**config.mk**
```make
export PLATFORM = sky130hd
export DESIGN_NAME = mem_access_stage
export DESIGN_NICKNAME = d
export VERILOG_FILES = /design/src/rtl/mem_stage_pkg.sv /design/src/rtl/mem_load_align.sv /design/src/rtl/mem_access_stage.sv
export SDC_FILE = /design/constraint.sdc
export NUM_CORES = 1
export LEC_CHECK = 0
export CAP_MARGIN = 20
export CORE_MARGIN = 2
export CORE_UTILIZATION = 33
export DETAILED_ROUTE_END_ITERATION = 10
export GPL_ROUTABILITY_DRIVEN = 1
export PLACE_DENSITY = 0.63
export SKIP_LAST_GASP = 1
export SLEW_MARGIN = 10
export SYNTH_ARGS = -nofsm -noshare
export SYNTH_HDL_FRONTEND = slang
export SYNTH_SLANG_ARGS = --single-unit
```
**constraint.sdc**
```tcl
create_clock -name clk -period 5.05 [get_ports clk]
set_input_delay 1.01 -clock clk [delete_from_list [all_inputs] [get_ports clk]]
set_output_delay 1.01 -clock clk [all_outputs]
set_load 0.1 [all_outputs]
```
**src/rtl/mem_stage_pkg.sv**
```systemverilog
// MEM stage shared types, funct3 codes and store helpers.
// Imported by mem_access_stage and mem_load_align.
package mem_stage_pkg;

  typedef enum logic [1:0] {
    IDLE,
    REQ,
    RESP
  } mem_state_e;

  localparam logic [2:0] F3_B  = 3'b000;
  localparam logic [2:0] F3_H  = 3'b001;
  localparam logic [2:0] F3_W  = 3'b010;
  localparam logic [2:0] F3_BU = 3'b100;
  localparam logic [2:0] F3_HU = 3'b101;

  function automatic logic is_byte(
    input logic [2:0] f3
  );
    return f3[1:0] == F3_B[1:0];
  endfunction

  function automatic logic is_half(
    input logic [2:0] f3
  );
    return f3[1:0] == F3_H[1:0];
  endfunction

  function automatic logic is_uns(
    input logic [2:0] f3
  );
    return (f3 == F3_BU) || (f3 == F3_HU);
  endfunction

  function automatic logic misaligned(
    input logic [2:0] f3,
    input logic [1:0] off
  );
    logic r;
    if (is_byte(f3))
      r = 1'b0;
    else if (is_half(f3))
      r = off[0];
    else
      r = (off != 2'b00) || (f3 == F3_W && off != 2'b00);
    return r;
  endfunction

  function automatic logic [1:0] natural_offset(
    input logic [2:0] f3,
    input logic [1:0] off
  );
    logic [1:0] r;
    if (is_byte(f3))
      r = off;
    else if (is_half(f3))
      r = {off[1], 1'b0};
    else
      r = 2'b00;
    return r;
  endfunction

  function automatic logic [3:0] store_strobe(
    input logic [2:0] f3,
    input logic [1:0] off
  );
    logic [3:0] r;
    if (is_byte(f3))
      r = 4'b0001 << off;
    else if (is_half(f3))
      r = 4'b0011 << off;
    else
      r = 4'b1111;
    return r;
  endfunction

  function automatic logic [31:0] store_replicate(
    input logic [2:0]  f3,
    input logic [31:0] d
  );
    logic [31:0] r;
    if (is_byte(f3))
      r = {4{d[7:0]}};
    else if (is_half(f3))
      r = {2{d[15:0]}};
    else
      r = d;
    return r;
  endfunction

endpackage

```
**src/rtl/mem_load_align.sv**
```systemverilog
// Load data formatter: lane select, shift down, sign/zero extend.
// Purely combinational.
module mem_load_align
  import mem_stage_pkg::*;
#(
  parameter int DATA_W = 32
) (
  input  logic [2:0]        funct3,
  input  logic [1:0]        offset,
  input  logic [DATA_W-1:0] rdata,
  output logic [DATA_W-1:0] dm_out
);

  logic [DATA_W-1:0] sh;
  logic              uns;

  assign sh  = rdata >> {offset, 3'b000};
  assign uns = is_uns(funct3);

  // Pick the access width and extend the low lane.
  always_comb begin
    dm_out = sh;
    unique case (1'b1)
      is_byte(funct3):
        dm_out = uns ? {{(DATA_W-8){1'b0}}, sh[7:0]}
                     : {{(DATA_W-8){sh[7]}}, sh[7:0]};
      is_half(funct3):
        dm_out = uns ? {{(DATA_W-16){1'b0}}, sh[15:0]}
                     : {{(DATA_W-16){sh[15]}}, sh[15:0]};
      default:
        dm_out = sh;
    endcase
  end

endmodule

```
**src/rtl/mem_access_stage.sv**
```systemverilog
// MEM stage: data-memory handshake, load formatting, MEM/WB register.
// Optional MEM_MISALIGN_TRAP_EN: misaligned accesses trap instead of aligning.
module mem_access_stage
  import mem_stage_pkg::*;
#(
  parameter int DATA_W = 32,
  parameter int REG_W  = 5,
  parameter int ADDR_W = 32
) (
  input  logic              clk,
  input  logic              rst_n,
  input  logic              ex_valid,
  input  logic [DATA_W-1:0] ex_alu_result,
  input  logic [DATA_W-1:0] ex_rs2_data,
  input  logic [REG_W-1:0]  ex_rd_addr,
  input  logic              ex_reg_wr,
  input  logic              ex_dm_rd,
  input  logic              ex_dm_wr,
  input  logic [2:0]        ex_funct3,
  output logic              dm_req,
  input  logic              dm_ready,
  output logic [3:0]        dm_we,
  output logic [ADDR_W-1:0] dm_addr,
  output logic [DATA_W-1:0] dm_wdata,
  input  logic              dm_rvalid,
  input  logic [DATA_W-1:0] dm_rdata,
  output logic              mem_stall,
`ifdef MEM_MISALIGN_TRAP_EN
  output logic              misalign_err,
  output logic [ADDR_W-1:0] misalign_addr,
`endif
  output logic [DATA_W-1:0] wb_rd_data,
  output logic [REG_W-1:0]  wb_rd_addr,
  output logic [DATA_W-1:0] wb_dm_out,
  output logic              wb_reg_wr,
  output logic              wb_dm2reg
);

  mem_state_e state;

  logic              mem_op;
  logic              trap;
  logic              idle_go;
  logic              done;
  logic              busy;
  logic              nonmem;
  logic [1:0]        off_raw;
  logic [1:0]        off_ex;
  logic [ADDR_W-1:0] addr_ex;
  logic [3:0]        we_ex;
  logic [DATA_W-1:0] wdata_ex;
  logic [DATA_W-1:0] ld_data;

  logic [ADDR_W-1:0] q_addr;
  logic [3:0]        q_we;
  logic [DATA_W-1:0] q_wdata;
  logic [2:0]        q_f3;
  logic [1:0]        q_off;
  logic              q_load;
  logic [REG_W-1:0]  q_rd;
  logic              q_reg_wr;
  logic [DATA_W-1:0] q_alu;

  assign mem_op  = ex_valid & (ex_dm_rd | ex_dm_wr);
  assign off_raw = ex_alu_result[1:0];

`ifdef MEM_MISALIGN_TRAP_EN
  assign off_ex = off_raw;
  assign trap   = (state == IDLE) & mem_op
                & misaligned(ex_funct3, off_raw);
`else
  assign off_ex = natural_offset(ex_funct3, off_raw);
  assign trap   = 1'b0;
`endif

  assign addr_ex  = {ex_alu_result[ADDR_W-1:2], 2'b00};
  assign we_ex    = ex_dm_wr ? store_strobe(ex_funct3, off_ex)
                             : 4'b0000;
  assign wdata_ex = ex_dm_wr
                  ? store_replicate(ex_funct3, ex_rs2_data)
                  : '0;

  assign idle_go = (state == IDLE) & mem_op & ~trap;
  assign dm_req  = idle_go | (state == REQ);

  // Request fields come from EX when idle, from the latch while waiting.
  always_comb begin
    dm_addr  = '0;
    dm_we    = 4'b0000;
    dm_wdata = '0;
    if (state == REQ) begin
      dm_addr  = q_addr;
      dm_we    = q_we;
      dm_wdata = q_wdata;
    end else if (idle_go) begin
      dm_addr  = addr_ex;
      dm_we    = we_ex;
      dm_wdata = wdata_ex;
    end
  end

  // Completion: store on accept, load on response, trap at once.
  always_comb begin
    done = 1'b0;
    case (state)
      IDLE:    done = trap | (idle_go & dm_ready & ex_dm_wr);
      REQ:     done = dm_ready & ~q_load;
      RESP:    done = dm_rvalid;
      default: done = 1'b0;
    endcase
  end

  assign busy      = (state != IDLE) | mem_op;
  assign mem_stall = busy & ~done;
  assign nonmem    = (state == IDLE) & ex_valid
                   & ~(ex_dm_rd | ex_dm_wr);

  mem_load_align #(
    .DATA_W (DATA_W)
  ) u_align (
    .funct3 (q_f3),
    .offset (q_off),
    .rdata  (dm_rdata),
    .dm_out (ld_data)
  );

  // Access FSM plus the held request it issues and completes.
  always_ff @(posedge clk or negedge rst_n) begin
    if (!rst_n) begin
      state    <= IDLE;
      q_addr   <= '0;
      q_we     <= 4'b0000;
      q_wdata  <= '0;
      q_f3     <= 3'b000;
      q_off    <= 2'b00;
      q_load   <= 1'b0;
      q_rd     <= '0;
      q_reg_wr <= 1'b0;
      q_alu    <= '0;
    end else begin
      case (state)
        IDLE: begin
          if (idle_go) begin
            q_addr   <= addr_ex;
            q_we     <= we_ex;
            q_wdata  <= wdata_ex;
            q_f3     <= ex_funct3;
            q_off    <= off_ex;
            q_load   <= ex_dm_rd;
            q_rd     <= ex_rd_addr;
            q_reg_wr <= ex_reg_wr;
            q_alu    <= ex_alu_result;
            if (dm_ready)
              state <= ex_dm_rd ? RESP : IDLE;
            else
              state <= REQ;
          end
        end
        REQ: begin
          if (dm_ready)
            state <= q_load ? RESP : IDLE;
        end
        RESP: begin
          if (dm_rvalid)
            state <= IDLE;
        end
        default: state <= IDLE;
      endcase
    end
  end

  // MEM/WB register: capture on completion, bubble otherwise.
  always_ff @(posedge clk or negedge rst_n) begin
    if (!rst_n) begin
      wb_rd_data <= '0;
      wb_rd_addr <= '0;
      wb_dm_out  <= '0;
      wb_reg_wr  <= 1'b0;
      wb_dm2reg  <= 1'b0;
    end else if (trap) begin
      wb_rd_data <= ex_alu_result;
      wb_rd_addr <= ex_rd_addr;
      wb_reg_wr  <= 1'b0;
      wb_dm2reg  <= 1'b0;
    end else if (done | nonmem) begin
      if (state == IDLE) begin
        wb_rd_data <= ex_alu_result;
        wb_rd_addr <= ex_rd_addr;
        wb_reg_wr  <= ex_reg_wr & ex_valid;
        wb_dm2reg  <= ex_dm_rd;
      end else begin
        wb_rd_data <= q_alu;
        wb_rd_addr <= q_rd;
        wb_reg_wr  <= q_reg_wr;
        wb_dm2reg  <= q_load;
        if (q_load)
          wb_dm_out <= ld_data;
      end
    end else begin
      wb_reg_wr <= 1'b0;
      wb_dm2reg <= 1'b0;
    end
  end

`ifdef MEM_MISALIGN_TRAP_EN
  // Fault pulse and sticky faulting address.
  always_ff @(posedge clk or negedge rst_n) begin
    if (!rst_n) begin
      misalign_err  <= 1'b0;
      misalign_addr <= '0;
    end else begin
      misalign_err <= trap;
      if (trap)
        misalign_addr <= ex_alu_result[ADDR_W-1:0];
    end
  end
`endif

endmodule

```
==> summary.md <==
| Metric | Value |
|---|---|
| Metal1 wirelength | `10500 µm` |
| Hold WC Path Type | `register to register` |
| Critical path class | `input port to primary output` |
| Most frequent cells in the layout | `nand2_1 (268), clkdlybuf4s50_1 (181), dfrtp_1 (153)` |
| Vias in the first global route | `approximately 6600` |
| Post-synth top flop | `dfrtp_1` |
| Clock period minus worst slack | `around 4.2 ns` |
| Largest family of logic cells by synthesized area | `multiplexers` |
| Crit path max fanout | `12` |
| Maximum root-to-sink buffer count | `2` |
| Drt pass-1 iters | `4` |
| Initial antenna violation count | `0` |
| Worst-margin pin slew | `1.03 ns` |
| WL met3 | `1610 µm` |
| Met2 wire len | `between 10000 and 15000 µm` |
| Io pins | `roughly 250` |
| Finish-stage setup viols | `0` |
| Nets | `1132` |
| Synth Register Bits | `153` |
| Crit-path cells | `clkdlybuf4s50_1, buf_4, nor2_1, nand2_1, a21oi_1, a21o_1, buf_12` |
| Core Util, Final | `0.495` |
| Crit path capture | `dm_wdata[10]` |
| Slowest CP cell | `nor2_1` |
| Die span in y | `around 160 µm` |
| Gpl congestion | `between 0.8 and 0.9` |
| Synth Area in Compound Gates | `0.138` |
| Dpl cells | `1320` |
| Final Max Tran Viols | `0` |
| Flop-to-flop setup slack | `~2.8 ns` |
| Via-per-instance ratio | `about 4.9` |
| Crit. End Element | `primary output` |
| Setup TNS Final | `0 ns` |
| I/O Buffers | `250` |
| Status | `completed` |
| Max Clk Rate | `around 240 MHz` |
| Die width | `between 150 and 200 µm` |
| WL/cell | `17.4 µm` |
| # H-tree levels | `4` |
| Global Route Usage Sum | `0.193` |
| Violation count after the first detailed-route iteration | `369` |
| Initial Util | `0.335` |
| Commonest non-fill, non-tap cell in the layout | `nand2_1` |
| Post-Synth XOR/XNOR Area | `0` |
| Post-synth ARST share | `1.00` |
| Filler cells | `about 2200` |
| Detailed-placement wirelength estimate | `roughly 16000 µm` |
| PD cells | `slightly below 700 nW/µm²` |
| Worst endpoint required time | `about 4 ns` |
| Startpoint types | `input port` |
| Post-synthesis sequential area ratio | `0.490` |
| Post-CTS Hold Buffers | `0` |
| Largest net degree at the start of global routing | `between 80 and 90` |
| Max Cap Viol | `0` |
| Pleak | `between 0.005 and 0.006 µW` |
| Area delta synth->final | `47.6%` |
| Drt total wl | `~24000 µm` |
| Post-synthesis simple-gate area fraction | `0.167` |
| Crit-path max cell delay | `around 0.59 ns` |
| GR Overflow Total | `0` |
| Distinct cells, synth | `40` |
| Post-Syn Area | `~8000 µm²` |
| FF-to-FF End | `wb_rd_data[26]$_DFFE_PN0P_` |
| Critical path arrival | `3.17 ns` |
| Worst slew margin | `0.310` |
| Synth Area per Inst | `between 9 and 10 µm²` |
| Worst Setup SP | `ex_funct3[1]` |
| # DRC | `0` |
| Post-CTS Setup Inserts | `0` |
| Placeable Area | `about 23000 µm²` |
| Via Count | `6582` |
| Clk_lat worst skew | `0.42 ns` |
| Share of post-route cells with drive strength above 1 | `0.197` |
| R2R cell count | `4` |
| VDD IR max | `519 µV` |
| FF-to-FF Start | `state[0]$_DFFE_PN0P_` |
| Num Clock Sinks | `around 150` |
| Clock Tree Root | `clkbuf_16` |
| Rows | `56` |
| Fin crit share | `0.827` |
| Synthesized-area fraction occupied by adder cells | `0` |
| CTS tree | `built` |
| Post-synthesis mux area share | `0.168` |
| Max Used Layer | `met4` |
| ANT nets after route | `0` |
| Die area | `roughly 25000 µm²` |
| CTS buffer count | `17` |
| Number of antenna diodes | `0` |
| Final Non-Filler Cells | `1352` |
| RSZ-0062 raised after global routing | `no` |
| First-pass GRT wire length | `around 37000 µm` |
| Post-synth EDFFs | `0` |
| Final Hold Fails | `0` |
| Worst slack at placement | `around 0.94 ns` |
| Clock transition at path regs | `around 0.06 ns` |
| Synth warn | `0` |
| Hold wc startpoint | `wb_dm_out[7]$_DFFE_PN0P_` |
| Worst clock skew | `0.0171 ns` |
| Synth Instances | `between 700 and 800` |
| PostCTS Resize Cnt | `0` |
| Worst Setup Slack, final | `just under 0.9 ns` |
## Yosys cell counts, types with 2 or more instances
cell,instances,area [µm²]
buf_1,6,22.5
nand2b_4,2,27.5
nor2_1,20,75.1
o22a_1,16,140
mux2_4,8,120
mux2_2,74,833
a21oi_1,23,115
nand2b_1,4,25.0
o211ai_1,18,135
a22o_1,23,201
and2_1,8,50.1
clkbuf_1,20,75.1
buf_6,3,33.8
nor2b_1,3,18.8
dfrtp_1,153,3830
nand2_1,268,1010
buf_4,4,30.0
o21ai_0,23,115
nand3b_1,2,15.0
nand3_1,6,30.0
mux2i_1,33,330
buf_2,22,110
a21o_1,38,285
## registers in the layout (all words and copies together), names as in the netlist, 2 cells and up
name	flops
q_alu	32
q_rd	5
wb_rd_addr	5
q_f3	3
q_off	2
q_we	4
wb_rd_data	32
state	2
wb_dm_out	32
q_wdata	32
## cell type report
type	count	area [µm²]	share of cell area
clock buffer	17	425	0.0369
clock inverter	15	201	0.0175
inverter	1	3.75	0.000325
multi-input combinational	585	3720	0.322
sequential	153	3830	0.332
tap	319	399	0.0346
timing repair buffer	262	2960	0.257
## cells by family (layout without fill, tap and decap cells)
kind of cell,count (synthesis),after routing
compound gates,149,149
flops,153,153
simple gates,318,318
mux,116,116
other cells,1,2
buf+inv,57,295
## metal layers
metal	vias up	GRT usage
met4	0	0.0567
met2	200	0.309
met3	18	0.0531
met1	3185	0.254
met5	-	0
li1	3179	-
## power by group
part | internal, µW | switching (µW) | leakage, µW
clock | 800 | 575 | 0.000306
combinational | 1260 | 3370 | 0.00334
sequential | 1670 | 277 | 0.00189
total | 3740 | 4220 | 0.00553
## worst min-delay path by stage
stage	end	slack [ns]	depth (start not counted)
CTS	q_alu[1]$_DFFE_PN0P_	0.47	2
global route	q_wdata[21]$_DFFE_PN0P_	0.49	1
global placement	q_reg_wr$_DFFE_PN0P_	0.45	2
floorplan	q_reg_wr$_DFFE_PN0P_	0.44	2
detailed placement	q_alu[1]$_DFFE_PN0P_	0.46	2
finish	wb_dm_out[7]$_DFFE_PN0P_	0.47	2
## metrics by stage
stage	total power (µW)	hold slack [ns]	instance area, µm²
3_3_place_gp	6600	0.454	10900
6_report	7960	0.472	11500
3_5_place_dp	6620	0.459	10900
4_1_cts	8030	0.475	11500
5_1_grt	8290	0.485	11500
2_1_floorplan	5400	0.439	7820
## critical path: cells and delay by family
kind | cells | cell delay, ns
buffers and inverters | 3 | 1.02
and+or+nand+nor | 2 | 0.73
AOI/OAI and AO/OA | 2 | 0.41
Power figures use the tool's default switching activity.
